<file path="config.mk">
export PLATFORM = sky130hd
export DESIGN_NAME = psm_controller_multi_flat
export DESIGN_NICKNAME = d
export VERILOG_FILES = /design/src/rtl/psm_controller_multi_if.sv /design/src/rtl/psm_controller_multi.sv /design/src/flat_wrapper.sv
export SDC_FILE = /design/constraint.sdc
export NUM_CORES = 1
export LEC_CHECK = 0
export BUFFER_PORTS_ARGS = -buffer_cell sky130_fd_sc_hd__buf_2
export CAP_MARGIN = 10
export CELL_PAD_IN_SITES_DETAIL_PLACEMENT = 1
export CELL_PAD_IN_SITES_GLOBAL_PLACEMENT = 1
export CORE_UTILIZATION = 51
export CTS_BUF_LIST = sky130_fd_sc_hd__clkbuf_16
export CTS_CLUSTER_DIAMETER = 40
export DETAILED_ROUTE_END_ITERATION = 6
export GPL_TIMING_DRIVEN = 0
export PLACE_DENSITY = 0.9
export SETUP_SLACK_MARGIN = 0.05
export SYNTH_ARGS = -nofsm -noshare
export SYNTH_HDL_FRONTEND = slang
export SYNTH_SLANG_ARGS = --single-unit
</file>
<file path="constraint.sdc">
create_clock -name clk -period 14.5 [get_ports clk]
set_input_delay 0 -clock clk [delete_from_list [all_inputs] [get_ports clk]]
set_output_delay 0 -clock clk [all_outputs]
set_load 0.03 [all_outputs]
</file>
<file path="src/rtl/psm_controller_multi_if.sv">
// Control-side and gate-side signal bundle of the PSM generator.
// The master modport is the register-file side; the slave modport is the generator.
interface psm_controller_multi_if #(
    parameter int CNT_W  = 16,
    parameter int N_LEGS = 4,
    parameter int DT_W   = 8
);
    logic                     en;
    logic                     kill;
    logic                     sync;
    logic [CNT_W-1:0]         period;
    logic [N_LEGS*CNT_W-1:0]  phase;
    logic [DT_W-1:0]          deadtime;
    logic [2*N_LEGS-1:0]      psm;
    logic [CNT_W-1:0]         cnt;
    logic                     update;
    logic                     run;

    modport master (
        output en, kill, sync, period, phase, deadtime,
        input  psm, cnt, update, run
    );

    modport slave (
        input  en, kill, sync, period, phase, deadtime,
        output psm, cnt, update, run
    );
endinterface

</file>
<file path="src/rtl/psm_controller_multi.sv">
// Phase-shift modulator: one sawtooth carrier, N legs of 50% square waves with per-leg phase and deadtime.
// Gate edges follow the carrier by 2 clocks (plus deadtime on turn-on); no backpressure, inputs are sampled at carrier events.
module psm_controller_multi #(
    parameter int CNT_W      = 16,
    parameter int N_LEGS     = 4,
    parameter int DT_W       = 8,
    parameter int MIN_PERIOD = 8
) (
    input  logic                  clk,
    input  logic                  rst_n,
    psm_controller_multi_if.slave bus
);
    localparam logic [CNT_W-1:0] MIN_P = CNT_W'(MIN_PERIOD);

    typedef enum logic [1:0] {
        IDLE = 2'd0,
        RUN  = 2'd1,
        STOP = 2'd2
    } state_t;

    state_t            state;
    state_t            state_nxt;
    logic [CNT_W-1:0]  cnt;
    logic [CNT_W-1:0]  cnt_nxt;
    logic [CNT_W-1:0]  per_sh;
    logic [CNT_W-1:0]  half_sh;
    logic [CNT_W-1:0]  per_new;
    logic [CNT_W-1:0]  per_last;
    logic [CNT_W-1:0]  ph_sh  [N_LEGS];
    logic [CNT_W-1:0]  ph_new [N_LEGS];
    logic              load;
    logic              wrap;
    logic              clr;
    logic [N_LEGS-1:0] s_nxt;
    logic [N_LEGS-1:0] s;
    logic              s_vld;
    logic              armed;

    assign per_new  = (bus.period < MIN_P) ? MIN_P : bus.period;
    assign per_last = per_new - 1'b1;
    assign wrap     = (cnt == per_sh - 1'b1);

    for (genvar k = 0; k < N_LEGS; k++) begin : g_clamp
        assign ph_new[k] = (bus.phase[k*CNT_W +: CNT_W] > per_last) ? per_last
                                                                     : bus.phase[k*CNT_W +: CNT_W];
    end

    always_ff @(posedge clk or negedge rst_n) begin
        if (!rst_n) begin
            state <= IDLE;
            cnt   <= '0;
        end else begin
            state <= state_nxt;
            cnt   <= cnt_nxt;
        end
    end

    always_comb begin
        state_nxt = state;
        cnt_nxt   = cnt;
        load      = 1'b0;
        unique case (state)
            IDLE: begin
                cnt_nxt = '0;
                if (bus.en) begin
                    state_nxt = RUN;
                    load      = 1'b1;
                end
            end
            RUN: begin
                // A sync landing on the wrap is still a single load event.
                if (bus.sync || wrap) begin
                    cnt_nxt = '0;
                    load    = 1'b1;
                end else begin
                    cnt_nxt = cnt + 1'b1;
                end
                if (!bus.en) begin
                    state_nxt = STOP;
                end
            end
            STOP: begin
                if (wrap) begin
                    cnt_nxt   = '0;
                    state_nxt = IDLE;
                end else begin
                    cnt_nxt = cnt + 1'b1;
                end
            end
            default: begin
                state_nxt = IDLE;
                cnt_nxt   = '0;
            end
        endcase
        if (bus.kill) begin
            state_nxt = IDLE;
            cnt_nxt   = '0;
            load      = 1'b0;
        end
    end

    always_ff @(posedge clk or negedge rst_n) begin
        if (!rst_n) begin
            per_sh  <= '0;
            half_sh <= '0;
            for (int k = 0; k < N_LEGS; k++) begin
                ph_sh[k] <= '0;
            end
        end else if (load) begin
            per_sh  <= per_new;
            half_sh <= per_new >> 1;
            for (int k = 0; k < N_LEGS; k++) begin
                ph_sh[k] <= ph_new[k];
            end
        end
    end

    assign bus.cnt    = cnt;
    assign bus.run    = (state != IDLE);
    assign bus.update = load;

    // Gates are dropped on the same edge the FSM enters (or sits in) IDLE.
    assign clr = (state == IDLE) || (state_nxt == IDLE);

    always_ff @(posedge clk or negedge rst_n) begin
        if (!rst_n) begin
            s     <= '0;
            s_vld <= 1'b0;
        end else begin
            s     <= (state != IDLE) ? s_nxt : '0;
            s_vld <= (state != IDLE);
        end
    end

    // armed=0 makes the first valid reference count as a change, so the first turn-on also waits out deadtime.
    always_ff @(posedge clk or negedge rst_n) begin
        if (!rst_n) begin
            armed <= 1'b0;
        end else if (clr) begin
            armed <= 1'b0;
        end else if (s_vld) begin
            armed <= 1'b1;
        end
    end

    for (genvar k = 0; k < N_LEGS; k++) begin : g_leg
        logic [CNT_W:0]  c_ext;
        logic [CNT_W:0]  p_ext;
        logic [CNT_W:0]  d;
        logic [1:0]      gate;
        logic [DT_W-1:0] dt;
        logic            s_last;

        assign c_ext    = {1'b0, cnt};
        assign p_ext    = {1'b0, ph_sh[k]};
        assign d        = (c_ext >= p_ext) ? (c_ext - p_ext) : (c_ext + {1'b0, per_sh} - p_ext);
        assign s_nxt[k] = (d < {1'b0, half_sh});

        // gate[0] = high switch, gate[1] = low switch; only {0,0}, {0,1}, {1,0} are ever loaded.
        always_ff @(posedge clk or negedge rst_n) begin
            if (!rst_n) begin
                gate   <= 2'b00;
                dt     <= '0;
                s_last <= 1'b0;
            end else if (clr) begin
                gate   <= 2'b00;
                dt     <= '0;
                s_last <= 1'b0;
            end else if (!s_vld) begin
                gate <= 2'b00;
                dt   <= '0;
            end else if (!armed || (s[k] != s_last)) begin
                s_last <= s[k];
                if (bus.deadtime == '0) begin
                    gate <= {!s[k], s[k]};
                    dt   <= '0;
                end else begin
                    gate <= 2'b00;
                    dt   <= bus.deadtime;
                end
            end else if (dt > 1) begin
                dt <= dt - 1'b1;
            end else begin
                dt   <= '0;
                gate <= {!s[k], s[k]};
            end
        end

        assign bus.psm[2*k +: 2] = gate;
    end
endmodule

</file>
<file path="src/flat_wrapper.sv">
// flat-port wrapper written by rule: the top's interface ports become plain ports
module psm_controller_multi_flat 
#(
    parameter int CNT_W      = 16,
    parameter int N_LEGS     = 4,
    parameter int DT_W       = 8,
    parameter int MIN_PERIOD = 8
)
  (clk, rst_n, bus_en, bus_kill, bus_sync, bus_period, bus_phase, bus_deadtime, bus_psm, bus_cnt, bus_update, bus_run);
  psm_controller_multi_if #(.CNT_W(CNT_W), .N_LEGS(N_LEGS), .DT_W(DT_W)) bus_i ();
  input  logic clk;
  input  logic rst_n;
  input wire logic [$bits(bus_i.en)-1:0] bus_en;
  input wire logic [$bits(bus_i.kill)-1:0] bus_kill;
  input wire logic [$bits(bus_i.sync)-1:0] bus_sync;
  input wire logic [$bits(bus_i.period)-1:0] bus_period;
  input wire logic [$bits(bus_i.phase)-1:0] bus_phase;
  input wire logic [$bits(bus_i.deadtime)-1:0] bus_deadtime;
  output wire logic [$bits(bus_i.psm)-1:0] bus_psm;
  output wire logic [$bits(bus_i.cnt)-1:0] bus_cnt;
  output wire logic [$bits(bus_i.update)-1:0] bus_update;
  output wire logic [$bits(bus_i.run)-1:0] bus_run;
  assign bus_i.en = bus_en;
  assign bus_i.kill = bus_kill;
  assign bus_i.sync = bus_sync;
  assign bus_i.period = bus_period;
  assign bus_i.phase = bus_phase;
  assign bus_i.deadtime = bus_deadtime;
  assign bus_psm = bus_i.psm;
  assign bus_cnt = bus_i.cnt;
  assign bus_update = bus_i.update;
  assign bus_run = bus_i.run;
  psm_controller_multi #(.CNT_W(CNT_W), .N_LEGS(N_LEGS), .DT_W(DT_W), .MIN_PERIOD(MIN_PERIOD)) u_core (.clk(clk), .rst_n(rst_n), .bus(bus_i));
endmodule
</file>
==> impl_metrics.tcl, run 1 <==
set metrics [dict create \
    timing.final.crit_share 0.541 \
    grt_antenna_before_repair 1 \
    worstSetupPathType "input pin to flop" \
    drive_above_1_share 0.0876 \
    die_w_um 189 \
    yosys.cell_count.top_type "ha_1" \
    synth_commonest_cells "ha_1, nand2_1, o21ai_0" \
    pre_cts_ws_ps 7180 \
    async_reset_ff_frac 1.00 \
    end_kind "flop" \
    worstPathRequired_ps 14830 \
    setup-tns-final_ps 0 \
    hold_depth 3 \
    syn-instance-count 2184 \
    rrSetupSlack_ps 7600 \
    ctsHtreeMaxLevel 4 \
    place_congestion 0.988 \
    numCtsBuffers 17 \
    ctsResizeCount 0 \
    clockRootBuffer "clkbuf_16" \
    slew_viol_final 0 \
    synth_area_leader_cell "dfrtp_1" \
    overflow 0 \
    clk_latency_ps 470 \
    fin_area_um2 20300 \
    ys_ff_latch 148 \
    arrival_ps 8170 \
    layout.nets 2787 \
    worst_pin_slew_ps 978 \
    synth_top_flop_cell "dfrtp_1" \
    yosysWarnings 0 \
    rows 67 \
    max_cap_viol_count 0 \
    io-pin-count 119 \
    drt_wl_total_mm 70.9 \
    syn-num-nets 2565 \
    dieArea_um2 35500 \
    crit_fanout 10 \
    clk_pin_slew_ps 70 \
    core_um2 33900 \
    vias 18200 \
    dr.pass1.iters 5 \
    viasPerCell 6.35 \
    synth_edf_count 0 \
    cts_tree "built" \
    numClockSinks 148 \
    portBuffers 118 \
    grt_pass1_wl_mm 109 \
    stdcell_count 2868 \
    setup_viol 0 \
    fmax_ghz 0.128 \
    fin_ws_ps 6660 \
    vdd_drop_max_uv 81.7 \
    status "complete, no violations" \
    syn_avg_cell_area_um2 8.12 \
    wl_per_cell_um 24.7 \
    first_global_vias 19500 \
    reg2regPathDepth 25 \
    hold_class "input pin to flop" \
    drcViolationCount 0 \
    rsz0062_at_grt "no" \
    drtIter0Drc 1248 \
    hold_viol 0 \
    clock_path_buffers 2 \
    grt_usage 0.400 \
    p_leak_nw 9.98 \
    synth_top_cell_area_share 0.209 \
    critPathLaunchType "input pin" \
    slew_headroom 0.331 \
    initial_core_util 0.524 \
    finalClockSkew_ps 17.8 \
    powerDensity_nw_per_um2 154 \
    syn2layout_area_growth_pct 14.6 \
    placed_area_um2 18900 \
    die_h_um 189 \
    synth.distinct_cells 75 \
    dp_cells 2752 \
    yosysSeqAreaShare 0.209 \
    grt_max_degree 94 \
    place_hpwl_mm 55.2 \
    ant_nets 0 \
    min_period_ps 7840 \
    synth_area_um2 17700 \
    ys_top_cells_by_area "dfrtp_1, ha_1, o21ai_0, xnor2_1, mux2i_1" \
]
## metrics by stage
step / hold slack [ps] / util / power, mW
3_5_place_dp: 3.07 / 0.559 / 2.58
5_1_grt: 27.4 / 0.600 / 3.34
4_1_cts: 0.389 / 0.600 / 3.07
2_1_floorplan: -296 / - / 2.01
3_3_place_gp: 295 / 0.558 / 2.44
6_report: 18.5 / 0.600 / 3.13
## where the power goes
part	leakage (nW)	switching [mW]	internal [mW]
combinational	7.77	1.26	0.870
clock	0.275	0.218	0.227
sequential	1.93	0.0786	0.481
## registers in the layout, summed over array words and instances (netlist names)
register / cells
u_core.state: 2
u_core.armed: 1
u_core.s: 4
u_core.g_leg.dt: 32
u_core.g_leg.s_last: 4
u_core.bus.cnt: 16
u_core.s_vld: 1
u_core.per_sh: 16
u_core.g_leg.gate: 8
u_core.g_leg.p_ext: 64
## kinds of logic after synthesis
group                    after synthesis  synth area share
buffers and inverters                204            0.0466
AND/OR/NAND/NOR                      691             0.189
adder cells (fa/ha/maj)              288             0.207
multiplexers                          95            0.0574
AO/OA/AOI/OAI                        585             0.206
XOR/XNOR                             173            0.0854
flip-flops                           148             0.209
## cell usage in the layout, fill, tap and decap left out, types with 25 or more instances in the layout
master | Yosys | routed
inv_1 | 158 | 158
nor2_1 | 174 | 174
nor3_1 | 68 | 68
o21ai_0 | 177 | 177
ha_1 | 279 | 279
mux2i_1 | 77 | 77
dlygate4sd3_1 | 0 | 83
dfrtp_1 | 148 | 148
buf_2 | 15 | 132
nor2b_1 | 35 | 35
nand3_1 | 53 | 53
nand2_1 | 194 | 194
a21oi_1 | 150 | 150
o21a_1 | 26 | 26
nand2b_1 | 34 | 34
xor2_1 | 75 | 75
a21o_1 | 62 | 62
nand4_1 | 29 | 29
xnor2_1 | 98 | 98
clkbuf_1 | 25 | 25
## worst max-delay path, stage by stage
cell and delay, ps:
dlygate4sd3_1 560, buf_2 180, or4_1 590, or4_1 490, or4_1 540, nand2_1 480, ha_1 290, nand3_1 170
or2_2 370, nor3_1 190, xor2_1 530, inv_1 300, ha_1 380, nor2b_1 150, o21ai_0 160, nand2b_1 100
a2111oi_0 670, o221ai_1 320, nand2_1 350, clkbuf_1 620, mux2i_1 580, o21ai_0 140
## what timing repair did
item / CTS / global route
setup buffers: 0 / 0
hold buffers: 83 / 0
hold endpoints to repair: 164 / 0
## per-layer routing
metal	GRT usage	vias to the layer above	part of all wire
li1	-	8359	-
met1	0.461	8843	0.40
met2	0.666	726	0.46
met3	0.0628	294	0.055
met4	0.301	0	0.079
met5	0	-	0
## final cells by class
| class | count | area, um2 |
|---|---|---|
| well taps | 448 | 561 |
| multi-input cells | 1832 | 13200 |
| diodes | 1 | 2.50 |
| fillers | 4131 | 13500 |
| flip-flops and latches | 148 | 3700 |
| plain buffers | 46 | 234 |
| repair buffers | 203 | 1460 |
| inverters | 158 | 593 |
| clock buffers | 17 | 425 |
| clock inverters | 15 | 143 |
## path summary, 6_finish.rpt
| kind | from | end |
|---|---|---|
| setup / recovery | bus_period[9] | u_core.g_leg[0].p_ext[8] |
| setup reg to reg | u_core.bus.cnt[1] | u_core.s[1] |
| hold / removal | bus_phase[20] | u_core.g_leg[1].p_ext[4] |
| max in group asynchronous | rst_n | u_core.g_leg[1].p_ext[7] |
| hold reg to reg | u_core.g_leg[0].p_ext[5] | u_core.g_leg[0].p_ext[5] |
| min in group asynchronous | rst_n | u_core.state[1] |
Note: power is estimated with default switching activity, not from simulation.
==> run 2: changes to the inputs <==
Settings changed: CORE_UTILIZATION 51 to 48, PLACE_DENSITY 0.9 to 0.85.
Clock period 14.5 ns to 7.4 ns, I/O delays scaled along.
==> run 2 against run 1 <==
Clock skew shrank 0.99 ps. Critical endpoint is now u_core.g_leg[0].p_ext[11]. Core utilization fell by 4.1 points. Final area increased by 0.53%.
==> impl_metrics.tcl, run 2 (synthesis results as in run 1) <==
set metrics [dict create \
    rows 70 \
    die_h_um 194 \
    reg2regPathDepth 24 \
    largest_reg_flops 64 \
    worstPathRequired_ps 7710 \
    fin_util 0.560 \
    io-pin-count 119 \
    vias 18300 \
    grt_antenna_before_repair 2 \
    timing.final.crit_share 0.966 \
    powerDensity_nw_per_um2 301 \
    initial_core_util 0.486 \
    cts_tree "built" \
    rsz0062_at_grt "no" \
    final_cell_mix "ha_1, nand2_1, o21ai_0" \
    swShare 0.493 \
    clockRootBuffer "clkbuf_16" \
    power.switching_mw 3.04 \
    die_w_um 194 \
    drive_above_1_share 0.0882 \
    clk_pin_slew_ps 80 \
    numClockSinks 148 \
    core_um2 36500 \
    status "complete, no violations" \
    wl_per_cell_um 24.6 \
    overflow 0 \
    slowest_delay_ps 660 \
    power.internal_mw 3.12 \
    rrSetupSlack_ps 250 \
    layout.nets 2793 \
    p_total_mw 6.16 \
    pwr-share-comb 0.678 \
    p_seq_frac 0.176 \
    cp_cell_sequence "dlygate4sd3_1 -> buf_2 -> or4_1 -> or4_1 -> or4_1 -> nand2_1 -> ha_1 -> nand3_1 -> or2_2 -> nor3_1 -> xor2_2 -> inv_1 -> ha_1 -> nor2b_1 -> o21ai_0 -> nand2b_1 -> a2111oi_1 -> o221ai_1 -> nand2_1 -> clkbuf_2 -> mux2i_1 -> o21ai_0" \
    crit_top_cell "or4_1" \
    numCtsBuffers 17 \
    min_period_ps 7150 \
    vdd_drop_max_uv 175 \
    final_common_cell "ha_1" \
    arrival_ps 7460 \
    worstSetupPathType "input pin to flop" \
    slew_viol_final 0 \
    reg2reg_from "u_core.bus.cnt[2]" \
    crit_fanout 10 \
    critPathLaunchType "input pin" \
    setup_viol 0 \
    rr_endpoint "u_core.s[3]" \
    first_global_vias 19300 \
    slew_headroom 0.219 \
    clk_latency_ps 470 \
    viasPerCell 6.32 \
    crit_path_top_delay_cell "a2111oi_1" \
    grt_usage 0.374 \
    max_cap_viol_count 0 \
    end_kind "flop" \
    ant_nets 0 \
    grt_pass1_wl_mm 109 \
    syn2layout_area_growth_pct 15.2 \
    finalClockSkew_ps 16.8 \
    pwr-share-clk 0.145 \
    drcViolationCount 0 \
    drt_wl_total_mm 71.1 \
    hold_viol 0 \
    fin_ws_ps 253 \
    grt_max_degree 97 \
    drtIter0Drc 1367 \
    dieArea_um2 37700 \
    ctsHtreeMaxLevel 4 \
    hold_class "input pin to async pin" \
    place_hpwl_mm 55.1 \
    worst_pin_slew_ps 1160 \
    portBuffers 118 \
    clock_path_buffers 2 \
    setup-tns-final_ps 0 \
    cpLargestDelayFamily "simple AND/OR/NAND/NOR gates" \
    dr.pass1.iters 5 \
    cp_num_buf_inv 4 \
    fmax_ghz 0.140 \
    p_leak_nw 10.0 \
    pre_cts_ws_ps 112 \
    place_congestion 0.971 \
]
## run 2: routing by layer
metal	global-route usage	wire, um	vias to the layer above
met5	0	0	-
met4	0.215	4350	0
met3	0.0511	3920	228
met2	0.632	32900	723
met1	0.457	29900	8971
li1	-	-	8378
## run 2: power groups by stage
stage | Clock (mW) | Combinational (mW) | Sequential [mW]
5_1_grt | 0.926 | 4.58 | 1.10
3_5_place_dp | 0 | 3.95 | 1.10
3_3_place_gp | 0 | 3.73 | 1.08
2_1_floorplan | 0 | 2.90 | 1.04
4_1_cts | 0.899 | 4.06 | 1.08
6_report | 0.895 | 4.18 | 1.09
## run 2: through the flow
stage	hold slack (ps)	instance area [um2]	std cells
2_1_floorplan	-296	17700	2184
3_3_place_gp	298	18900	2770
3_5_place_dp	-3.90	19000	2771
4_1_cts	55.0	20400	2893
5_1_grt	93.7	20400	2894
6_report	36.4	20400	2894
## run 2: timing repair
item                       CTS  global route
hold buffers                90             0
hold endpoints to repair   170             0
buffers inserted             0             0
resized for setup            0             5
setup endpoints to repair    0            14
## run 2: area by class of cell
| cell class | instances | area [um2] |
|---|---|---|
| Antenna cell | 1 | 2.50 |
| Buffer | 46 | 235 |
| Clock buffer | 17 | 425 |
| Clock inverter | 15 | 146 |
| Fill cell | 4474 | 16100 |
| Inverter | 158 | 593 |
| Multi-Input combinational cell | 1832 | 13200 |
| Sequential cell | 148 | 3700 |
| Tap cell | 468 | 586 |
| Timing Repair Buffer | 209 | 1530 |
## run 2: how the worst max path moves through the flow
stage / from / end / slack, ps / cells past startpoint
after floorplan: u_core.bus.cnt[1] / u_core.s[1] / 1990 / 25
after global placement: bus_period[10] / u_core.g_leg[0].p_ext[9] / 170 / 21
after detailed placement: bus_period[10] / u_core.g_leg[0].p_ext[9] / 110 / 21
after CTS: bus_period[8] / u_core.g_leg[0].p_ext[9] / 50 / 22
after global routing: bus_period[8] / u_core.g_leg[0].p_ext[9] / 70 / 22
final: bus_period[8] / u_core.g_leg[0].p_ext[11] / 250 / 22
==> run 3: changes to the inputs <==
Settings changed: CELL_PAD_IN_SITES_DETAIL_PLACEMENT 1 to not set, CELL_PAD_IN_SITES_GLOBAL_PLACEMENT 1 to not set, CORE_UTILIZATION 48 to 60, PLACE_DENSITY 0.85 to 0.81.
==> run 3 against run 2 <==
Routed wire length fell by 14%. Non-clock buffer count did not move. Die area fell by 20%. Cell count fell by 2.9%. Clock skew rose by 4.5 ps. Setup slack got worse by 2.8 ps. Sequential power barely moved. Combinational power fell by 4%. Clock power rose by 9.1%. Critical path depth did not move. First-iteration DRC count rose by 32%.
==> impl_metrics.tcl, run 3 (synthesis results as in run 1) <==
set metrics [dict create \
    overflow 0 \
    numCtsBuffers 17 \
    dp_cells 2688 \
    fmax_ghz 0.140 \
    drcViolationCount 0 \
    core_um2 28900 \
    antenna_cells 0 \
    arrival_ps 7460 \
    setup-tns-final_ps 0 \
    drive_above_1_share 0.0878 \
    numClockSinks 148 \
    first_global_vias 17200 \
    dieArea_um2 30300 \
    syn2layout_area_growth_pct 14.9 \
    place_congestion 1.01 \
    rows 62 \
    fin_util 0.705 \
    final_cell_mix "ha_1, nand2_1, o21ai_0" \
    slew_headroom 0.122 \
    postCtsSetupBuffers 0 \
    grt_pass1_wl_mm 94.3 \
    initial_core_util 0.613 \
    rsz0062_at_grt "no" \
    worst_pin_slew_ps 1310 \
    p_leak_nw 10.0 \
    place_hpwl_mm 47.1 \
    pre_cts_ws_ps 397 \
    clk_pin_slew_ps 70 \
    clockRootBuffer "clkbuf_16" \
    cts_tree "built" \
    portBuffers 118 \
    cpLargestDelayFamily "simple AND/OR/NAND/NOR gates" \
    status "complete, no violations" \
    drtIter0Drc 1806 \
    crit_top_cell "or4_1" \
    powerDensity_nw_per_um2 298 \
    cp-startpoint "bus_period[10]" \
    stdcell_count 2809 \
    ant_nets 0 \
    reg2regPathDepth 25 \
    wl_per_cell_um 21.9 \
    rr_endpoint "u_core.s[3]" \
    io-pin-count 119 \
    grt_max_degree 96 \
    worstPathRequired_ps 7710 \
    vdd_drop_max_uv 207 \
    reg2reg_from "u_core.bus.cnt[1]" \
    hold_class "input pin to async pin" \
    clock_path_buffers 2 \
    final_common_cell "ha_1" \
    slowest_delay_ps 620 \
    pwr-share-comb 0.659 \
    largest_reg_flops 64 \
    critPathLaunchType "input pin" \
    die_h_um 174 \
    clk_latency_ps 450 \
    min_period_ps 7150 \
    crit_fanout 10 \
    die_w_um 174 \
    crit_path_top_delay_cell "a2111oi_1" \
    finalClockSkew_ps 21.3 \
    ctsHtreeMaxLevel 4 \
    fin_ws_ps 250 \
    viasPerCell 6.41 \
    vias 18000 \
    p_seq_frac 0.180 \
    slew_viol_final 0 \
    power.switching_mw 2.87 \
    setup_viol 0 \
    hold_viol 0 \
    timing.final.crit_share 0.966 \
    power.internal_mw 3.20 \
    cp_cell_sequence "dlygate4sd3_1 -> buf_2 -> or4_1 -> or4_1 -> or4_1 -> nand2_1 -> ha_1 -> nand3_1 -> or2_2 -> nor3_1 -> xor2_1 -> inv_1 -> ha_1 -> nor2b_1 -> o21ai_0 -> nand2b_1 -> a2111oi_1 -> o221ai_1 -> nand2_1 -> clkbuf_2 -> mux2i_1 -> o21ai_0" \
    dr.pass1.iters 6 \
    cp_num_buf_inv 4 \
    timing.hold.ws_ps 62.0 \
    swShare 0.473 \
    drt_wl_total_mm 61.4 \
    end_kind "flop" \
    max_cap_viol_count 0 \
    layout.nets 2793 \
    pwr-share-clk 0.161 \
    grt_antenna_before_repair 1 \
    grt_usage 0.404 \
    worstSetupPathType "input pin to flop" \
    rrSetupSlack_ps 390 \
]
[run 3: power groups by stage]
stage	clock, mW	sequential [mW]	combinational, mW
after floorplan	0	1.04	2.90
after detailed placement	0	1.10	3.80
after global placement	0	1.09	3.67
after global routing	1.01	1.10	4.41
after CTS	0.973	1.08	3.88
final	0.976	1.09	4.00
[run 3: worst register-to-register path, cell delays in order (launching register included)]
cell,delay [ps]
dfrtp_1,980
inv_1,170
fa_1,490
nor2b_1,130
o21a_1,140
a311oi_1,160
a21oi_1,330
xor2_1,840
ha_1,440
nand2_1,110
nor2_1,40
a221oi_1,570
nand2b_1,220
a21o_1,220
a21oi_1,170
xor2_1,90
o21ai_0,250
ha_1,310
a21o_1,180
a21oi_1,150
nor2b_1,60
o21ai_0,140
nand2_1,100
a211oi_1,270
o21ai_0,150
a32oi_1,230
[run 3: worst max path at each step]
stage / endpoint / slack, ps / depth (start not counted)
global placement: u_core.g_leg[0].p_ext[8] / 370 / 21
global route: u_core.g_leg[0].p_ext[8] / 60 / 22
CTS: u_core.g_leg[0].p_ext[10] / 300 / 22
floorplan: u_core.s[1] / 1990 / 25
detailed placement: u_core.g_leg[0].p_ext[10] / 400 / 21
finish: u_core.g_leg[0].p_ext[8] / 250 / 22
[run 3: what timing repair did]
item                                    4_1_cts  5_1_grt
endpoints found under the hold margin       177        0
endpoints found under the setup margin        0       11
gates resized for setup                       0        4
hold buffers                                 89        0
[run 3: routing by layer]
metal  wire length (um)  GRT usage
met1              24900      0.522
met2              26700      0.640
met3               5840     0.0591
met4               4050      0.246
met5                  0          0
[run 3: final cells by class]
class                           instances  area [um2]
Multi-Input combinational cell       1832       13200
Fill cell                            2325        8550
Sequential cell                       148        3700
Timing Repair Buffer                  209        1520
Inverter                              158         593
Tap cell                              384         480
Clock buffer                           17         425
Buffer                                 46         235
Clock inverter                         15         203
[run 3: metrics by stage]
stage	area, um2	total power, mW
after floorplan	17700	3.94
after global placement	18800	4.76
after detailed placement	18900	4.90
after CTS	20400	5.93
after global routing	20400	6.52
final	20400	6.07
